## config.mk

```make
export PLATFORM = sky130hd
export DESIGN_NAME = spi_frame_receiver
export DESIGN_NICKNAME = d
export VERILOG_FILES = /design/src/rtl/spi_frame_receiver.sv
export SDC_FILE = /design/constraint.sdc
export NUM_CORES = 1
export LEC_CHECK = 0
export ABC_AREA = 1
export CAP_MARGIN = 10
export CORE_ASPECT_RATIO = 1.4
export CORE_MARGIN = 2
export CORE_UTILIZATION = 68
export CTS_CLUSTER_DIAMETER = 120
export CTS_CLUSTER_SIZE = 12
export DETAILED_ROUTE_END_ITERATION = 7
export DONT_BUFFER_PORTS = 1
export MAX_ROUTING_LAYER = met4
export PLACE_DENSITY = 0.84
export RECOVER_POWER = 25
export SYNTH_ARGS = -nofsm -noshare
export SYNTH_HDL_FRONTEND = slang
export SYNTH_SLANG_ARGS = --single-unit
```

## constraint.sdc

```tcl
create_clock -name clk -period 8.07 [get_ports clk]
set_clock_uncertainty 0.2 [all_clocks]
set_input_delay 0.4035 -clock clk [delete_from_list [all_inputs] [get_ports clk]]
set_output_delay 0.4035 -clock clk [all_outputs]
set_load 0.01 [all_outputs]
```

## src/rtl/spi_frame_receiver.sv

```systemverilog
`default_nettype none
// ============================================================================
// spi_frame_receiver
//   SPI (mode 0, MSB first) pixel deserialiser for a double-buffered frame
//   memory, with idle-timeout resynchronisation of partial pixels and frames.
//   Revision: 1.0
// ============================================================================
module spi_frame_receiver #(
    parameter int BITS_PER_PIXEL = 16,
    parameter int PIXELS         = 2048,
    parameter int IDLE_TIMEOUT   = 4096
) (
    input  logic                      clk,
    input  logic                      reset,
    input  logic                      spi_clk,
    input  logic                      spi_mosi,
    output logic                      wr_en,
    output logic [$clog2(PIXELS):0]   wr_addr,
    output logic [BITS_PER_PIXEL-1:0] wr_data,
    output logic                      display_buffer,
    output logic                      frame_done,
    output logic                      resync,
    output logic [7:0]                frame_count
);
    localparam int AW  = $clog2(PIXELS);
    localparam int BCW = $clog2(BITS_PER_PIXEL);
    localparam int IW  = $clog2(IDLE_TIMEOUT + 1);
    localparam logic [AW-1:0]  LAST_PIXEL = AW'(PIXELS - 1);
    localparam logic [BCW-1:0] LAST_BIT   = BCW'(BITS_PER_PIXEL - 1);
    localparam logic [IW-1:0]  IDLE_MAX   = IW'(IDLE_TIMEOUT);

    typedef enum logic [1:0] {
        ST_IDLE      = 2'd0,
        ST_RECEIVING = 2'd1,
        ST_COMMIT    = 2'd2
    } state_t;

    // spi_clk and spi_mosi share synchroniser depth so the sampled bit aligns
    // with the detected edge.
    logic [1:0] sclk_sync_q;
    logic [1:0] mosi_sync_q;
    logic       sclk_hist_q;

    state_t                    state_q, state_d;
    logic [BITS_PER_PIXEL-1:0] shift_q, shift_d;
    logic [BCW-1:0]            bit_count_q, bit_count_d;
    logic [AW-1:0]             pixel_index_q, pixel_index_d;
    logic [IW-1:0]             idle_q, idle_d;
    logic                      write_buffer_q, write_buffer_d;
    logic [7:0]                frame_count_q, frame_count_d;
    logic                      wr_en_q, wr_en_d;
    logic [AW:0]               wr_addr_q, wr_addr_d;
    logic [BITS_PER_PIXEL-1:0] wr_data_q, wr_data_d;
    logic                      frame_done_q, frame_done_d;
    logic                      resync_q, resync_d;

    logic sclk_rise;
    logic sclk_edge;
    logic timeout;

    assign sclk_rise = sclk_sync_q[1] & ~sclk_hist_q;
    assign sclk_edge = sclk_sync_q[1] ^ sclk_hist_q;
    assign timeout   = (idle_q == IDLE_MAX) && !sclk_edge;

    always_comb begin
        state_d        = state_q;
        shift_d        = shift_q;
        bit_count_d    = bit_count_q;
        pixel_index_d  = pixel_index_q;
        write_buffer_d = write_buffer_q;
        frame_count_d  = frame_count_q;
        wr_en_d        = 1'b0;
        wr_addr_d      = wr_addr_q;
        wr_data_d      = wr_data_q;
        frame_done_d   = 1'b0;
        resync_d       = 1'b0;

        if (sclk_edge) begin
            idle_d = '0;
        end else if (idle_q == IDLE_MAX) begin
            idle_d = idle_q;
        end else begin
            idle_d = idle_q + IW'(1);
        end

        // Buffer swap lags frame_done by one cycle so the last pixel of a
        // frame lands in the buffer it belongs to.
        if (frame_done_q) begin
            write_buffer_d = ~write_buffer_q;
            frame_count_d  = frame_count_q + 8'd1;
        end

        if (state_q == ST_COMMIT) begin
            wr_en_d   = 1'b1;
            wr_data_d = shift_q;
            wr_addr_d = {write_buffer_q, pixel_index_q};
            if (pixel_index_q == LAST_PIXEL) begin
                frame_done_d  = 1'b1;
                pixel_index_d = '0;
                state_d       = ST_IDLE;
            end else begin
                pixel_index_d = pixel_index_q + AW'(1);
                state_d       = ST_RECEIVING;
            end
        end

        if (sclk_rise) begin
            shift_d = {shift_q[BITS_PER_PIXEL-2:0], mosi_sync_q[1]};
            if (bit_count_q == LAST_BIT) begin
                bit_count_d = '0;
                state_d     = ST_COMMIT;
            end else begin
                bit_count_d = bit_count_q + BCW'(1);
                state_d     = ST_RECEIVING;
            end
        end else if (timeout && state_q != ST_COMMIT &&
                     (bit_count_q != '0 || pixel_index_q != '0)) begin
            shift_d       = '0;
            bit_count_d   = '0;
            pixel_index_d = '0;
            resync_d      = 1'b1;
            state_d       = ST_IDLE;
        end
    end

    always_ff @(posedge clk or posedge reset) begin
        if (reset) begin
            sclk_sync_q    <= '0;
            mosi_sync_q    <= '0;
            sclk_hist_q    <= 1'b0;
            state_q        <= ST_IDLE;
            shift_q        <= '0;
            bit_count_q    <= '0;
            pixel_index_q  <= '0;
            idle_q         <= '0;
            write_buffer_q <= 1'b0;
            frame_count_q  <= '0;
            wr_en_q        <= 1'b0;
            wr_addr_q      <= '0;
            wr_data_q      <= '0;
            frame_done_q   <= 1'b0;
            resync_q       <= 1'b0;
        end else begin
            sclk_sync_q    <= {sclk_sync_q[0], spi_clk};
            mosi_sync_q    <= {mosi_sync_q[0], spi_mosi};
            sclk_hist_q    <= sclk_sync_q[1];
            state_q        <= state_d;
            shift_q        <= shift_d;
            bit_count_q    <= bit_count_d;
            pixel_index_q  <= pixel_index_d;
            idle_q         <= idle_d;
            write_buffer_q <= write_buffer_d;
            frame_count_q  <= frame_count_d;
            wr_en_q        <= wr_en_d;
            wr_addr_q      <= wr_addr_d;
            wr_data_q      <= wr_data_d;
            frame_done_q   <= frame_done_d;
            resync_q       <= resync_d;
        end
    end

    assign wr_en          = wr_en_q;
    assign wr_addr        = wr_addr_q;
    assign wr_data        = wr_data_q;
    assign display_buffer = ~write_buffer_q;
    assign frame_done     = frame_done_q;
    assign resync         = resync_q;
    assign frame_count    = frame_count_q;

endmodule
`default_nettype wire
```

==> out/metrics.cfg <==
[run_status]
run_status = finished, final reports clean

[global_routing]
globalRouteTotalUtil_pct = 24.67
gr-total-overflow = 0
grt_first_pass_wirelength_um = 13280
first_global_vias = 3096
antenna_found_initial = 0
grt_max_degree = 92

[place]
port_buffers = 0
dp.cells = 528
place_area_mm2 = 0.004224
preCtsSetupSlack_ns = 5.415
dp_hpwl_um = 5039
routabilityCongestion = 0.8879

[clock_tree]
cts_tree = built
cts_buffers = 9
cts.sinks = 91
clk_pin_slew_ns = 0.09
cts-resized-gates = 0
clock_latency_ns = 0.36
clockBufferDepth = 2
clockRootBuffer = clkbuf_8
htreeDepth = 3

[logic_synthesis]
post-synth-top-count-cell = nand2_1
synth-seq-cells = 91
synth_edf_count = 0
yosys.area.top_type_share_pct = 54.01
synth_commonest_cells = nand2_1, dfrtp_1, inv_1
syn-num-nets = 484
yosysSeqAreaShare_pct = 54.01
synthFlopType = dfrtp_1
ys_warn_count = 0
ys_types = 32
synth.area.top_cells = dfrtp_1, nand2_1, nand3_2
synthArstFlopShare_pct = 100.0
synth_area_leader_cell = dfrtp_1
netlist_instances = 472
synth_area_mm2 = 0.004217
syn_avg_cell_area_um2 = 8.933

[flow_run]
drv_cap = 0

[setup_path]
crit_path_start_kind = flip-flop
cp_max_fo = 43
worstPathRequired_ns = 8.11
endpoint_kind = flip-flop
cp.arrival_ns = 2.65
crit_type = flip-flop to flip-flop

[final_layout]
stdcell_area_mm2 = 0.004420
drive_above_1_share_pct = 16.39
diodes = 0
final_cells = 546
nNetsFinal = 483
final_util_pct = 74.35
area_growth_pct = 4.837

[sta]
relSlewSlack_pct = 26.97
worst_slack_ns = 5.461
tns_ns = 0
drv_slew = 0
finalSetupViolCount = 0
fin_crit_sh_pct = 32.33
worstMarginPinSlew_ns = 1.095
finalHoldViolations = 0
fmax_ghz = 0.3833
grt_setup_unrepaired = no
fin_crit_ns = 2.609
fin_hold_ws_ns = 0.09248

[power_and_ir_drop]
power.density_mw_per_mm2 = 204.4
p_leak_nw = 2.241
peakVddDrop_mv = 0.1574
power_uw = 903.7

[detailed_routing]
antenna_left = 0
drc_errors = 0
avgViaCountPerCell = 5.454
route.vias.total = 2978
drtPass1Iterations = 4
wl_per_cell_um = 13.54
initialDrtViolationCount = 167
postRouteWirelength_um = 7394

[floorplan]
fp.dieW_um = 70.55
start_util_pct = 70.92
core_mm2 = 0.005946
die_h_um = 97.17
dieArea_mm2 = 0.006855
num_rows = 33
ioPinCount = 44

[worst_hold_path]
hold_class = primary input to async pin

-- worst max-delay path, stage by stage (launching register included) --
cell and delay [ns]:
dfrtp_1 0.37, inv_1 0.06, nand2_2 0.53, inv_1 0.62
a21oi_1 0.26, nand3_1 0.16, inv_1 0.21, nor2_1 0.08
-- area by class of cell --
cell class                      count  area (µm²)
Fill cell                         467        1525
Clock inverter                      7       52.55
Timing Repair Buffer                3       27.53
Inverter                           48       181.4
Multi-Input combinational cell    318        1670
Clock buffer                        9       123.9
Tap cell                           70       87.58
Sequential cell                    91        2277
-- power by group --
part	switching (mW)	internal (mW)	total [mW]	leakage, nW
Sequential	0.0341	0.488	0.523	1.24
Combinational	0.0613	0.0417	0.103	0.917
Clock	0.164	0.114	0.278	0.0836
Total	0.260	0.644	0.904	2.24
-- per-layer routing --
metal	global-route usage (%)	part of all wire, %	wire (µm)	up-vias
li1	-	-	-	1468
met1	27.97	42	3118	1441
met2	41.94	52	3851	60
met3	6.432	4.4	328	9
met4	8.853	1.3	96	0
met5	-	0	0	-
-- cells in the final DEF, fill, tap and decap left out --
| cell type | count |
|---|---|
| nand2_1 | 131 |
| dfrtp_1 | 91 |
| inv_1 | 45 |
| nor2_1 | 45 |
| nand2_2 | 22 |
| nand3_2 | 21 |
| nand3_1 | 20 |
| o21ai_0 | 20 |
| xor2_1 | 12 |
| nor2_2 | 11 |
| clkbuf_8 | 9 |
| ha_1 | 8 |
| a21oi_1 | 6 |
| nor3_1 | 5 |
| nand4_1 | 3 |
| clkinvlp_4 | 3 |
| inv_2 | 2 |
| o21ai_1 | 2 |
| xnor2_1 | 2 |
| clkinv_2 | 2 |
| dlygate4sd3_1 | 2 |
| nor2_4 | 1 |
| nor3b_1 | 1 |
| nand3b_1 | 1 |
| and2_1 | 1 |
| nand2_4 | 1 |
| nor3_2 | 1 |
| o211ai_1 | 1 |
| clkinvlp_2 | 1 |
| nor4_2 | 1 |
| a31oi_1 | 1 |
| nor4_1 | 1 |
| inv_6 | 1 |
| inv_8 | 1 |
| buf_4 | 1 |
-- registers in the layout (all words and copies together), names as in the netlist --
signal,flops
bit_count_q,4
shift_q,16
frame_count,8
write_buffer_q,1
idle_q,13
frame_done,1
wr_data,16
wr_en,1
resync,1
mosi_sync_q,2
sclk_sync_q,2
wr_addr,12
state_q,2
pixel_index_q,11
sclk_hist_q,1
-- kinds of logic (layout without fill, tap and decap cells) --
| family | Yosys count | after routing | synth area share (%) |
|---|---|---|---|
| AND/OR/NAND/NOR | 266 | 266 | 30.68 |
| flip-flops | 91 | 91 | 54.01 |
| buffers and inverters | 63 | 67 | 6.380 |
| AO/OA/AOI/OAI | 30 | 30 | 3.650 |
| XOR/XNOR | 14 | 14 | 2.908 |
| adder cells (fa/ha/maj) | 8 | 8 | 2.374 |
-- path summary, 6_finish.rpt --
check | start | to | slack, ns | cells past startpoint
min | reset | wr_data[15]$_DFFE_PP0N_ | 0.09 | 2
max in group asynchronous | reset | idle_q[6]$_DFFE_PP0P_ | 6.89 | 2
max | state_q[0]$_DFFE_PP0P_ | pixel_index_q[8]$_DFF_PP0_ | 5.46 | 7
min reg2reg | sclk_sync_q[0]$_DFF_PP0_ | sclk_sync_q[1]$_DFF_PP0_ | 0.17 | 0
max reg2reg | state_q[0]$_DFFE_PP0P_ | pixel_index_q[8]$_DFF_PP0_ | 5.46 | 7
min in group clk | sclk_sync_q[0]$_DFF_PP0_ | sclk_sync_q[1]$_DFF_PP0_ | 0.17 | 0
-- timing repair --
item / in CTS / in global routing
hold buffers: 2 / 0
hold endpoints to repair: 2 / 0
setup buffers: 0 / 0
(Power assumes the default switching activity.)
